`config.mk`:
```
export PLATFORM = sky130hd
export DESIGN_NAME = msrv32_dmem_arbiter
export DESIGN_NICKNAME = d
export VERILOG_FILES = /design/src/rtl/msrv32_dmem_pkg.sv /design/src/rtl/msrv32_rr_arb2.sv /design/src/rtl/msrv32_dmem_arbiter.sv
export SDC_FILE = /design/constraint.sdc
export NUM_CORES = 1
export LEC_CHECK = 0
export BUFFER_PORTS_ARGS = -buffer_cell sky130_fd_sc_hd__buf_2
export CAP_MARGIN = 20
export CORE_MARGIN = 4
export CORE_UTILIZATION = 49
export DETAILED_ROUTE_END_ITERATION = 8
export GPL_TIMING_DRIVEN = 0
export MAX_ROUTING_LAYER = met4
export PLACE_DENSITY_LB_ADDON = 0.2
export SLEW_MARGIN = 20
export SYNTH_ARGS = -nofsm -noshare
export SYNTH_HDL_FRONTEND = slang
export SYNTH_HIERARCHICAL = 1
export SYNTH_SLANG_ARGS = --single-unit
```
`constraint.sdc`:
```
create_clock -name ms_riscv32_mp_clk_in -period 4.5 [get_ports ms_riscv32_mp_clk_in]
set_clock_uncertainty 0.05 [all_clocks]
set_input_delay 0.225 -clock ms_riscv32_mp_clk_in [delete_from_list [all_inputs] [get_ports ms_riscv32_mp_clk_in]]
set_output_delay 0.225 -clock ms_riscv32_mp_clk_in [all_outputs]
set_load 0.01 [all_outputs]
```
`src/rtl/msrv32_dmem_pkg.sv`:
```
// Shared types and defaults for the data-memory port arbiter.
package msrv32_dmem_pkg;

  typedef enum logic {
    IDLE = 1'b0,
    BUSY = 1'b1
  } state_e;

  typedef enum logic {
    CORE = 1'b0,
    AUX  = 1'b1
  } req_id_e;

  localparam int DEF_TIMEOUT = 16;

endpackage

```
`src/rtl/msrv32_rr_arb2.sv`:
```
// Two-way round-robin arbiter: bit 0 = core, bit 1 = aux; ties go to the side not granted last.
module msrv32_rr_arb2
  import msrv32_dmem_pkg::*;
(
  input  logic       clk,
  input  logic       rst_n,
  input  logic [1:0] req,
  input  logic       gnt_en,
  output logic [1:0] gnt
);

  req_id_e last_q;

  always_comb begin
    gnt = 2'b00;
    if (gnt_en) begin
      if (req == 2'b11) gnt = (last_q == AUX) ? 2'b01 : 2'b10;
      else              gnt = req;
    end
  end

  // Resetting to AUX lets the core win the first tie.
  always_ff @(posedge clk or negedge rst_n) begin
    if (!rst_n)                           last_q <= AUX;
    else if (gnt_en && (req != 2'b00))    last_q <= gnt[1] ? AUX : CORE;
  end

endmodule

```
`src/rtl/msrv32_dmem_arbiter.sv`:
```
// Shares the single data-memory port between the core load/store path and an auxiliary
// requester, one registered transaction at a time with an acknowledge timeout.
module msrv32_dmem_arbiter
  import msrv32_dmem_pkg::*;
#(
  parameter int WIDTH   = 32,
  parameter int TIMEOUT = DEF_TIMEOUT,
  parameter int CNT_W   = 5
) (
  input  logic             ms_riscv32_mp_clk_in,
  input  logic             ms_riscv32_mp_rst_in,

  input  logic             core_req_in,
  input  logic             core_we_in,
  input  logic [WIDTH-1:0] core_addr_in,
  input  logic [WIDTH-1:0] core_wdata_in,
  input  logic [3:0]       core_mask_in,
  output logic             core_stall_out,
  output logic             core_done_out,
  output logic [WIDTH-1:0] core_rdata_out,
  output logic             core_err_out,

  input  logic             aux_req_in,
  input  logic             aux_we_in,
  input  logic [WIDTH-1:0] aux_addr_in,
  input  logic [WIDTH-1:0] aux_wdata_in,
  input  logic [3:0]       aux_mask_in,
  output logic             aux_done_out,
  output logic [WIDTH-1:0] aux_rdata_out,
  output logic             aux_err_out,

  output logic [WIDTH-1:0] ms_riscv32_mp_dmaddr_out,
  output logic [WIDTH-1:0] ms_riscv32_mp_dmdata_out,
  output logic [3:0]       ms_riscv32_mp_dmwr_mask_out,
  output logic             ms_riscv32_mp_dmwr_req_out,
  output logic             ms_riscv32_mp_dmrd_req_out,
  input  logic [WIDTH-1:0] ms_riscv32_mp_dmdata_in,
  input  logic             ms_riscv32_mp_dmack_in
);

  state_e           state_q, state_d;
  logic [CNT_W-1:0] cnt_q;
  req_id_e          owner_q;

  logic [1:0]       req_eff;
  logic [1:0]       gnt;
  logic             gnt_en;
  logic             timeout_hit;
  logic             sel_aux;
  logic             sel_we;
  logic [WIDTH-1:0] sel_addr;
  logic [WIDTH-1:0] sel_wdata;
  logic [3:0]       sel_mask;

  // A requester is still holding its request in the cycle its done pulses; mask it
  // so the finished access is not issued a second time.
  assign req_eff = {aux_req_in & ~aux_done_out, core_req_in & ~core_done_out};
  assign gnt_en  = (state_q == IDLE);

  assign sel_aux   = gnt[1];
  assign sel_we    = sel_aux ? aux_we_in    : core_we_in;
  assign sel_addr  = sel_aux ? aux_addr_in  : core_addr_in;
  assign sel_wdata = sel_aux ? aux_wdata_in : core_wdata_in;
  assign sel_mask  = sel_aux ? aux_mask_in  : core_mask_in;

  assign timeout_hit    = (cnt_q == CNT_W'(TIMEOUT - 1));
  assign core_stall_out = core_req_in & ~core_done_out;

  msrv32_rr_arb2 u_arb (
    .clk    (ms_riscv32_mp_clk_in),
    .rst_n  (ms_riscv32_mp_rst_in),
    .req    (req_eff),
    .gnt_en (gnt_en),
    .gnt    (gnt)
  );

  always_ff @(posedge ms_riscv32_mp_clk_in or negedge ms_riscv32_mp_rst_in) begin
    if (!ms_riscv32_mp_rst_in) state_q <= IDLE;
    else                       state_q <= state_d;
  end

  always_comb begin
    state_d = state_q;
    case (state_q)
      IDLE:    if (gnt != 2'b00) state_d = BUSY;
      BUSY:    if (ms_riscv32_mp_dmack_in || timeout_hit) state_d = IDLE;
      default: state_d = IDLE;
    endcase
  end

  always_ff @(posedge ms_riscv32_mp_clk_in or negedge ms_riscv32_mp_rst_in) begin
    if (!ms_riscv32_mp_rst_in) begin
      cnt_q                       <= '0;
      owner_q                     <= CORE;
      ms_riscv32_mp_dmaddr_out    <= '0;
      ms_riscv32_mp_dmdata_out    <= '0;
      ms_riscv32_mp_dmwr_mask_out <= '0;
      ms_riscv32_mp_dmwr_req_out  <= 1'b0;
      ms_riscv32_mp_dmrd_req_out  <= 1'b0;
      core_done_out               <= 1'b0;
      core_err_out                <= 1'b0;
      core_rdata_out              <= '0;
      aux_done_out                <= 1'b0;
      aux_err_out                 <= 1'b0;
      aux_rdata_out               <= '0;
    end else begin
      core_done_out <= 1'b0;
      core_err_out  <= 1'b0;
      aux_done_out  <= 1'b0;
      aux_err_out   <= 1'b0;
      case (state_q)
        IDLE: begin
          if (gnt != 2'b00) begin
            owner_q                     <= sel_aux ? AUX : CORE;
            ms_riscv32_mp_dmaddr_out    <= sel_addr & {{(WIDTH-2){1'b1}}, 2'b00};
            ms_riscv32_mp_dmdata_out    <= sel_wdata;
            ms_riscv32_mp_dmwr_mask_out <= sel_mask;
            ms_riscv32_mp_dmwr_req_out  <= sel_we;
            ms_riscv32_mp_dmrd_req_out  <= ~sel_we;
            cnt_q                       <= '0;
          end
        end
        BUSY: begin
          // Acknowledge takes priority over a timeout in the same cycle.
          if (ms_riscv32_mp_dmack_in) begin
            ms_riscv32_mp_dmwr_req_out <= 1'b0;
            ms_riscv32_mp_dmrd_req_out <= 1'b0;
            if (owner_q == AUX) begin
              aux_done_out <= 1'b1;
              if (ms_riscv32_mp_dmrd_req_out) aux_rdata_out <= ms_riscv32_mp_dmdata_in;
            end else begin
              core_done_out <= 1'b1;
              if (ms_riscv32_mp_dmrd_req_out) core_rdata_out <= ms_riscv32_mp_dmdata_in;
            end
          end else if (timeout_hit) begin
            ms_riscv32_mp_dmwr_req_out <= 1'b0;
            ms_riscv32_mp_dmrd_req_out <= 1'b0;
            if (owner_q == AUX) begin
              aux_done_out <= 1'b1;
              aux_err_out  <= 1'b1;
            end else begin
              core_done_out <= 1'b1;
              core_err_out  <= 1'b1;
            end
          end else begin
            cnt_q <= cnt_q + CNT_W'(1);
          end
        end
        default: ;
      endcase
    end
  end

endmodule

```
==> results.sh <==
export IMPL_worstSetupStartpointType="flip-flop"
export IMPL_core_area_um2=12200
export IMPL_rsz0062_at_grt="false"
export IMPL_grt_overflow=0
export IMPL_ys_seq_area_share_pct=57.8
export IMPL_die_x_um=121
export IMPL_synthTopCellsByArea="dfrtp_1 (57%), mux2i_1 (11%), mux2_4 (7.2%)"
export IMPL_routabilityCongestion=0.883
export IMPL_io_buffers=307
export IMPL_setup_tns_final_ns=0
export IMPL_leakage_nw=4.78
export IMPL_cp_num_buf_inv=5
export IMPL_antenna_cells=0
export IMPL_routed_wirelength_um=18600
export IMPL_clockBufferDepth=2
export IMPL_grtUsageTotal_pct=26.0
export IMPL_ff2ff_path_depth=9
export IMPL_r2r_end="ms_riscv32_mp_dmdata_out[18]"
export IMPL_slowest_stage="dfrtp_1"
export IMPL_arrival_ns=2.33
export IMPL_synth_edff_count=0
export IMPL_post_route_period_util_pct=46.6
export IMPL_cts_setup_buffers=0
export IMPL_die_area_um2=14600
export IMPL_ys_ff_latch=144
export IMPL_wl_per_cell_um=18.2
export IMPL_finalMaxSlewViolations=0
export IMPL_whs_path_depth=2
export IMPL_cts_buffers=17
export IMPL_reg2reg_slack_ns=2.40
export IMPL_slowest_delay_ns=0.35
export IMPL_final_area_um2=8940
export IMPL_postPlaceCellArea_um2=8030
export IMPL_hold_end="core_rdata_out[25]"
export IMPL_syn_avg_cell_area_um2=12.8
export IMPL_cts_tree="built"
export IMPL_ir_drop_mv=0.291
export IMPL_via_count=5096
export IMPL_grt_pass1_wl_um=28200
export IMPL_fmax_mhz=476
export IMPL_synth_commonest_cells="dfrtp_1 (143), nand2_1 (75), mux2i_1 (68), o21ai_0 (66), mux2_2 (32)"
export IMPL_cp_common_cell="buf_4"
export IMPL_yosys_area_top_type_share_pct=57.4
export IMPL_grt_start_max_net_pins=89
export IMPL_yosys_warnings=6
export IMPL_antenna_found_initial=0
export IMPL_cap_violations=0
export IMPL_async_flop_share_pct=100
export IMPL_cts_resized=0
export IMPL_syn_inst=489
export IMPL_ios=314
export IMPL_crit_type="flip-flop to flip-flop"
export IMPL_cp_max_fo=10
export IMPL_clock_root_buffer="clkbuf_16"
export IMPL_rows=40
export IMPL_worstHoldPathType="input pin to flip-flop"
export IMPL_fp_dieH_um=121
export IMPL_syn_area_um2=6240
export IMPL_ant_nets=0
export IMPL_initial_utilization_pct=51.1
export IMPL_cp_data_required_time_ns=4.73
export IMPL_hold_ws_ns=0.0155
export IMPL_synth_top_area_cell="dfrtp_1"
export IMPL_synth_cell_type_count=35
export IMPL_drt_iter0_drc=321
export IMPL_min_delay_start="ms_riscv32_mp_dmdata_in[25]"
export IMPL_synth_ff_type="dfrtp_1"
export IMPL_h_tree_depth=4
export IMPL_drc=0
export IMPL_first_pass_iters=4
export IMPL_postCtsHoldBufs=19
export IMPL_clock_sinks=144
export IMPL_yosysMostFrequentCell="dfrtp_1"
export IMPL_finalNetCount=1014
export IMPL_dpl_hpwl_um=13500
export IMPL_drive_gt1_share_pct=50.7
export IMPL_via_per_inst=5.01
export IMPL_power_density_nw_per_um2=715
export IMPL_end_kind="flip-flop"
export IMPL_period_minus_slack_ns=2.10
export IMPL_finalSetupViolations=0
export IMPL_r2r_start="state_q"
export IMPL_status="finished, final reports clean"
export IMPL_clock_latency_ns=0.41
export IMPL_area_growth_pct=43.4
export IMPL_path_clk_slew_ns=0.06
export IMPL_crit_chain="buf_4 -> inv_1 -> nand2_1 -> a21oi_1 -> buf_4 -> buf_4 -> buf_4 -> mux2i_1 -> o21ai_0"
export IMPL_cp_top_family="buffers and inverters"
export IMPL_grt_pass1_vias=5336
export IMPL_hold_viol_final=0
==> layer usage <==
| layer | vias to the layer above | wire, um | global-route usage (%) |
|---|---|---|---|
| li1 | 2381 | - | - |
| met1 | 2428 | 6880 | 28.0 |
| met2 | 245 | 9720 | 46.1 |
| met3 | 42 | 1290 | 5.75 |
| met4 | 0 | 662 | 11.5 |
| met5 | - | 0 | - |
==> kinds of logic after synthesis <==
logic type | count (synthesis) | synth area share (%)
compound gates | 77 | 6.68
fa+ha+maj | 2 | 0.401
buf+inv | 36 | 3.73
flops | 144 | 57.8
mux | 132 | 24.3
other cells | 1 | 0.0601
simple gates | 97 | 7.08
==> state kept, by name (all words and copies together), names as in the netlist <==
signal	flops
aux_rdata_out	32
core_rdata_out	32
ms_riscv32_mp_dmdata_out	32
ms_riscv32_mp_dmaddr_out	30
cnt_q	5
ms_riscv32_mp_dmwr_mask_out	4
aux_done_out	1
aux_err_out	1
core_done_out	1
core_err_out	1
ms_riscv32_mp_dmrd_req_out	1
ms_riscv32_mp_dmwr_req_out	1
owner_q	1
state_q	1
u_arb/last_q	1
==> final cells by class <==
cell class                      instances  area (um2)
Inverter                                3        11.3
Fill cell                             835        3270
Multi-Input combinational cell        310        2400
Clock buffer                           22         464
Buffer                                 33         221
Timing Repair Buffer                  328        1770
Tap cell                              168         210
Clock inverter                         10         254
Sequential cell                       144        3600
==> power breakdown <==
group | total, mW | internal, mW | switching [mW]
combinational | 2.44 | 1.12 | 1.32
sequential | 2.25 | 1.90 | 0.347
clock | 1.71 | 1.18 | 0.525
total | 6.39 | 4.20 | 2.19
==> how the worst max path moves through the flow <==
stage,cells after the start,from,slack [ns],end
finish,9,state_q,2.40,ms_riscv32_mp_dmdata_out[18]
global placement,1,ms_riscv32_mp_rst_in,1.27,ms_riscv32_mp_dmdata_out[14]
global route,9,core_done_out,2.24,ms_riscv32_mp_dmdata_out[20]
detailed placement,9,state_q,2.38,ms_riscv32_mp_dmdata_out[18]
floorplan,9,core_done_out,2.65,ms_riscv32_mp_dmdata_out[11]
CTS,9,state_q,2.38,ms_riscv32_mp_dmdata_out[20]
==> layout by cell type, fill, tap and decap left out, types with 3 or more instances in the layout <==
cell type	n
buf_2	318
clkbuf_16	17
clkbuf_1	9
nand3_1	3
mux2_4	30
mux2i_1	68
dlygate4sd3_1	20
inv_1	3
buf_4	8
nand2_1	75
bufinv_16	8
buf_6	7
dfrtp_1	143
mux2_2	32
o21ai_0	66
nor2b_1	4
nor2_1	5
==> per-stage QoR <==
step	total power [mW]	cells	worst slack [ns]	utilization, %
detailed placement	4.67	966	2.38	65.7
global placement	4.54	965	1.27	65.4
finish	6.39	1018	2.40	73.2
CTS	6.41	1017	2.38	73.2
global route	6.75	1018	2.24	73.2
floorplan	3.60	490	2.65	-
Power figures use the tool's default switching activity.
